$ cat src/rtl/coherence_bus_ctrl_pkg.sv
// cpu_types_pkg / caches_types_pkg: RAM handshake states and shared-bus controller types.
package cpu_types_pkg;
    typedef enum logic [1:0] {FREE, BUSY, ACCESS, ERROR} ramstate_t;
endpackage

package caches_types_pkg;
    localparam int CPUS     = 2;
    localparam int BLKWORDS = 2;
    typedef enum logic [2:0] {IDLE, SNOOP, C2C0, C2C1, LD0, LD1, WB, IF} bus_state_t;
endpackage

$ cat src/rtl/coherence_bus_ctrl_arb.sv
// rr_arb2: two-way round-robin arbiter; pointer moves past the winner when a grant is taken.
module rr_arb2 (
    input  logic       clk,
    input  logic       rst_n,
    input  logic [1:0] req,
    input  logic       en,
    output logic       gnt,
    output logic       vld
);
    logic ptr_q, ptr_d;

    always_comb begin
        gnt   = req[ptr_q] ? ptr_q : ~ptr_q;
        vld   = |req;
        ptr_d = (en && vld) ? ~gnt : ptr_q;
    end

    always_ff @(posedge clk or negedge rst_n)
        if (!rst_n) ptr_q <= 1'b0;
        else        ptr_q <= ptr_d;
endmodule

$ cat src/rtl/coherence_bus_ctrl.sv
// coherence_bus_ctrl: two-core MSI snooping bus controller in front of a single-port RAM.
module coherence_bus_ctrl
    import cpu_types_pkg::*;
    import caches_types_pkg::*;
(
    input  logic                  CLK,
    input  logic                  nRST,
    input  logic [CPUS-1:0]       iREN,
    input  logic [CPUS-1:0][31:0] iaddr,
    output logic [CPUS-1:0]       iwait,
    output logic [CPUS-1:0][31:0] iload,
    input  logic [CPUS-1:0]       dREN,
    input  logic [CPUS-1:0]       dWEN,
    input  logic [CPUS-1:0][31:0] daddr,
    input  logic [CPUS-1:0][31:0] dstore,
    output logic [CPUS-1:0]       dwait,
    output logic [CPUS-1:0][31:0] dload,
    input  logic [CPUS-1:0]       cctrans,
    input  logic [CPUS-1:0]       ccwrite,
    output logic [CPUS-1:0]       ccwait,
    output logic [CPUS-1:0]       ccinv,
    output logic [CPUS-1:0][31:0] ccsnoopaddr,
    output logic                  ramREN,
    output logic                  ramWEN,
    output logic [31:0]           ramaddr,
    output logic [31:0]           ramstore,
    input  logic [31:0]           ramload,
    input  ramstate_t             ramstate
);
    bus_state_t  state_q, state_d;
    logic        r_q, r_d, inv_q, inv_d;
    logic [31:0] addr_q, addr_d;
    logic        s, acc, dgnt, dvld, ignt, ivld;

    assign s   = ~r_q;
    assign acc = (ramstate == ACCESS);

    // Coherence requests shadow writebacks inside the shared data-class arbiter.
    rr_arb2 u_darb (
        .clk(CLK), .rst_n(nRST), .req(|cctrans ? cctrans : dWEN),
        .en(state_q == IDLE), .gnt(dgnt), .vld(dvld)
    );

    rr_arb2 u_iarb (
        .clk(CLK), .rst_n(nRST), .req(iREN),
        .en(state_q == IDLE && !dvld), .gnt(ignt), .vld(ivld)
    );

    always_comb begin
        state_d     = state_q;
        r_d         = r_q;
        addr_d      = addr_q;
        inv_d       = inv_q;
        iwait       = '1;
        dwait       = '1;
        iload       = '0;
        dload       = '0;
        ccwait      = '0;
        ccinv       = '0;
        ccsnoopaddr = '0;
        ramREN      = 1'b0;
        ramWEN      = 1'b0;
        ramaddr     = '0;
        ramstore    = '0;
        if (state_q inside {SNOOP, C2C0, C2C1, LD0, LD1}) begin
            ccwait[s]      = 1'b1;
            ccsnoopaddr[s] = addr_q;
            ccinv[s]       = inv_q;
        end
        case (state_q)
            IDLE: begin
                if (dvld) begin
                    r_d     = dgnt;
                    addr_d  = |cctrans ? daddr[dgnt] : addr_q;
                    inv_d   = |cctrans ? ccwrite[dgnt] : inv_q;
                    state_d = |cctrans ? SNOOP : WB;
                end else if (ivld) begin
                    r_d     = ignt;
                    state_d = IF;
                end
            end
            SNOOP: state_d = ccwrite[s] ? C2C0 : (!dREN[r_q] ? IDLE : LD0);
            C2C0, C2C1: begin
                ramWEN   = 1'b1;
                ramaddr  = daddr[s];
                ramstore = dstore[s];
                if (acc) begin
                    dwait[s]   = 1'b0;
                    dwait[r_q] = 1'b0;
                    dload[r_q] = dstore[s];
                    state_d    = (state_q == C2C0) ? C2C1 : IDLE;
                end
            end
            LD0, LD1: begin
                ramREN  = 1'b1;
                ramaddr = daddr[r_q];
                if (acc) begin
                    dwait[r_q] = 1'b0;
                    dload[r_q] = ramload;
                    state_d    = (state_q == LD0) ? LD1 : IDLE;
                end
            end
            WB: begin
                // Strobe follows dWEN so the cycle that ends a burst issues no stray write.
                ramWEN     = dWEN[r_q];
                ramaddr    = daddr[r_q];
                ramstore   = dstore[r_q];
                dwait[r_q] = ~(acc && dWEN[r_q]);
                state_d    = dWEN[r_q] ? WB : IDLE;
            end
            IF: begin
                ramREN  = 1'b1;
                ramaddr = iaddr[r_q];
                if (acc) begin
                    iwait[r_q] = 1'b0;
                    iload[r_q] = ramload;
                    state_d    = IDLE;
                end
            end
            default: state_d = IDLE;
        endcase
    end

    always_ff @(posedge CLK or negedge nRST)
        if (!nRST) begin
            state_q <= IDLE;
            r_q     <= 1'b0;
            inv_q   <= 1'b0;
            addr_q  <= '0;
        end else begin
            state_q <= state_d;
            r_q     <= r_d;
            inv_q   <= inv_d;
            addr_q  <= addr_d;
        end
endmodule
$ cat config.mk
export PLATFORM = sky130hd
export DESIGN_NAME = coherence_bus_ctrl
export DESIGN_NICKNAME = d
export VERILOG_FILES = /design/src/rtl/coherence_bus_ctrl_pkg.sv /design/src/rtl/coherence_bus_ctrl_arb.sv /design/src/rtl/coherence_bus_ctrl.sv
export SDC_FILE = /design/constraint.sdc
export NUM_CORES = 1
export LEC_CHECK = 0
export CORE_AREA = 8 8 190 192
export CTS_CLUSTER_DIAMETER = 80
export DETAILED_ROUTE_END_ITERATION = 12
export DIE_AREA = 0 0 198 200
export DONT_BUFFER_PORTS = 1
export PLACE_DENSITY_LB_ADDON = 0.25
export SLEW_MARGIN = 20
export SYNTH_ARGS = -nofsm -noshare
export SYNTH_HDL_FRONTEND = slang
export SYNTH_HIERARCHICAL = 1
export SYNTH_SLANG_ARGS = --single-unit
$ cat constraint.sdc
create_clock -name CLK -period 2.8 [get_ports CLK]
set_input_delay 0.56 -clock CLK [delete_from_list [all_inputs] [get_ports CLK]]
set_output_delay 0.56 -clock CLK [all_outputs]
set_load 0.03 [all_outputs]
==> flow_metrics.py <==
metrics = {
    "drt": {
        "postRouteAntennaNets": 0,
        "dr_wl_met3_um": 4480,
        "dr.first_iter.drc_count": 623,
        "wire_per_inst_um": 28.2,
        "viasPerCell": 5.25,
        "dr_wl_met2_um": 19500,
        "firstDrtPassIters": 10,
        "drt-met1-wl_um": 12100,
        "vias": 6866,
        "highest_layer": "met5",
        "finalWirelength_um": 37000,
        "drc_errors": 0,
    },
    "timing": {
        "setup_viol": 0,
        "tightest_slew_ps": 628,
        "fin_crit_sh": 0.980,
        "drv_slew": 0,
        "max_freq_ghz": 0.364,
        "worst_slack_ps": 56.1,
        "hold_slack_ps": 104,
        "tns_ps": 0,
        "finalCriticalPeriod_ps": 2740,
        "finClkSkew_ps": 4.66,
        "rsz0062_at_grt": "no",
        "hold_viol_final": 0,
        "slew_headroom": 0.580,
    },
    "placed_design": {
        "place_area_um2": 8680,
        "hpwl_um": 30300,
        "port_buffers": 0,
        "dp_worst_setup_slack_ps": 82.3,
        "place_congestion": 0.844,
    },
    "global_routing": {
        "first_global_vias": 6609,
        "grt_usage": 0.170,
        "grt_max_degree": 68,
        "antenna_found_initial": 2,
        "grt-ovfl-total": 0,
        "grt_pass1_wl_um": 50000,
    },
    "flow_run": {
        "max_cap_violations": 0,
    },
    "critical_path": {
        "cp-start-kind": "register",
        "worst_path_max_delay_cell": "dfrtp_2",
        "regToRegEndpoint": "addr_q[4]$_DFFE_PN0P_",
        "crit_path_max_incr_delay_ps": 480,
        "regToRegSetupSlack_ps": 960,
        "required_ps": 2240,
        "crit_fanout": 58,
        "crit_chain": "buf_4 > a21boi_4 > buf_12 > a222oi_1 > mux2i_1 > buf_4",
        "end_kind": "primary output",
        "worstPathArrival_ps": 2180,
        "path_class": "reg -> out",
        "critPathMostFrequentCell": "buf_4",
        "reg2reg_depth": 6,
        "r2r-start": "state_q[1]$_DFFE_PN0P_",
    },
    "cells_and_area": {
        "final_net_count": 1098,
        "diodes": 0,
        "drive_above_1_share": 0.312,
        "final_area_um2": 8870,
        "syn2layout_area_growth_pct": 60.4,
        "fillers": 3559,
    },
    "synthesis": {
        "ys_types": 38,
        "syn_area_um2": 5530,
        "syn_inst": 699,
        "ys_ff_latch": 39,
        "synth_top_area_share": 0.176,
        "yosysMostFrequentCell": "and2_1",
        "synthSimpleGateAreaFrac": 0.215,
        "synth_fa_ha_area_frac": 0,
        "synth_top_family_by_area": "compound AO/OA/AOI/OAI gates",
        "synth_commonest_cells": "130 x and2_1, 70 x a21oi_1, 68 x mux2i_1",
        "postSynth.asyncResetShare": 1.00,
        "synth_edf_count": 0,
        "yosys_warnings": 6,
        "ys_seq_area_frac": 0.176,
        "synthFlopType": "dfrtp_1",
        "synth_compound_area_frac": 0.399,
        "synth_nets": 937,
        "post-synth-top-area-cell": "dfrtp_1",
        "synth_xor_area_frac": 0,
        "muxShareOfSynthArea": 0.123,
        "synth_area_per_cell_um2": 7.92,
        "synthTopCellsByArea": "dfrtp_1 18%, and2_1 15%, mux2i_1 12%",
    },
    "die": {
        "die_w_um": 198,
        "die_area_um2": 39600,
        "io_pins": 504,
        "rows": 67,
        "die_y_um": 200,
        "core_um2": 33100,
        "start_util": 0.167,
    },
    "clock_tree": {
        "clk_path_buf_depth": 2,
        "cts_htree_levels": 2,
        "root_buffer": "clkbuf_16",
        "post_cts_buffers": 0,
        "clock-sinks": 39,
        "cts_tree": "built",
        "clkSlewWorstSetupHoldPaths_ps": 70,
        "cts_buffers": 5,
        "clkLatencyLatePin_ps": 290,
    },
    "min_path": {
        "min_path_type": "in -> async",
    },
    "power": {
        "p_total_mw": 11.1,
        "vdd.ir_drop.worst_uv": 850,
        "power_density_nw_per_um2": 1250,
        "p_leak_nw": 3.53,
    },
    "outcome": {
        "outcome": "finished clean",
    },
}
worst max-delay path: cells and delay by family, from the launching register on:
family	cells	cell delay, ps
DFF	1	480
buffers and inverters	3	670
muxes	1	350
AOI/OAI and AO/OA	2	320
sequential cells by signal, summed over array words and instances (netlist names):
name	flops
addr_q	32
inv_q	1
r_q	1
state_q	3
u_darb/ptr_q	1
u_iarb/ptr_q	1
final cells by class:
class | count | area, um^2 | share of cell area
timing repair buffer | 243 | 3000 | 0.338
clock inverter | 2 | 12.5 | 0.00141
multi-input combinational | 564 | 4160 | 0.469
inverter | 7 | 26.3 | 0.00296
sequential | 39 | 986 | 0.111
tap | 448 | 561 | 0.0632
clock buffer | 6 | 129 | 0.0145
worst max-delay path by stage:
stage	startpoint	to	slack, ps
after floorplan	state_q[1]$_DFFE_PN0P_	dload[31]	380
after global placement	state_q[2]$_DFFE_PN0P_	ramstore[0]	120
after detailed placement	state_q[1]$_DFFE_PN0P_	ramstore[0]	80
after CTS	state_q[2]$_DFFE_PN0P_	ramstore[0]	9
after global routing	state_q[1]$_DFFE_PN0P_	ramaddr[6]	10
final	state_q[0]$_DFFE_PN0P_	ramaddr[6]	60
layout by cell type (no fill, tap or decap), types with 3 or more instances in the layout:
cell type | synthesis | final
and2_1 | 130 | 130
nand2_1 | 10 | 10
nand2b_1 | 3 | 3
buf_12 | 0 | 92
o21ai_0 | 12 | 11
a222oi_1 | 64 | 64
mux2i_1 | 68 | 68
nor2_1 | 44 | 40
a22oi_1 | 32 | 32
buf_4 | 1 | 149
dfrtp_1 | 39 | 35
a31oi_1 | 4 | 4
a221oi_1 | 32 | 32
a21oi_1 | 70 | 70
clkbuf_16 | 0 | 5
nor2_2 | 0 | 3
a22o_1 | 62 | 62
inv_1 | 7 | 7
power breakdown:
group,total (mW),internal [mW],leakage [nW],switching (mW)
registers,1.19,0.856,0.430,0.337
logic,9.31,3.32,3.03,5.99
clock network,0.603,0.331,0.0669,0.272
total,11.1,4.51,3.53,6.60
per-layer routing:
layer  vias up  global-route usage
li1       3062                   -
met1      3304               0.168
met2       466               0.326
met3        30              0.0676
met4         4              0.0404
met5         -                   0
metrics by stage:
step                std cells  utilization
floorplan                 699            -
global placement         1299        0.262
detailed placement       1299        0.262
CTS                      1308        0.267
global route             1309        0.268
finish                   1309        0.268
cell families after synthesis:
kind of cell / count (synthesis)
AND/OR/NAND/NOR: 210
flip-flops: 39
buffers and inverters: 97
AO/OA/AOI/OAI: 285
multiplexers: 68
what timing repair did:
item / 4_1_cts / 5_1_grt
gates cloned: 0 / 1
gates resized for setup: 4 / 3
hold buffers: 1 / 0
setup endpoints to repair: 96 / 5
hold endpoints to repair: 39 / 0
Note: power is estimated with default switching activity, not from simulation.
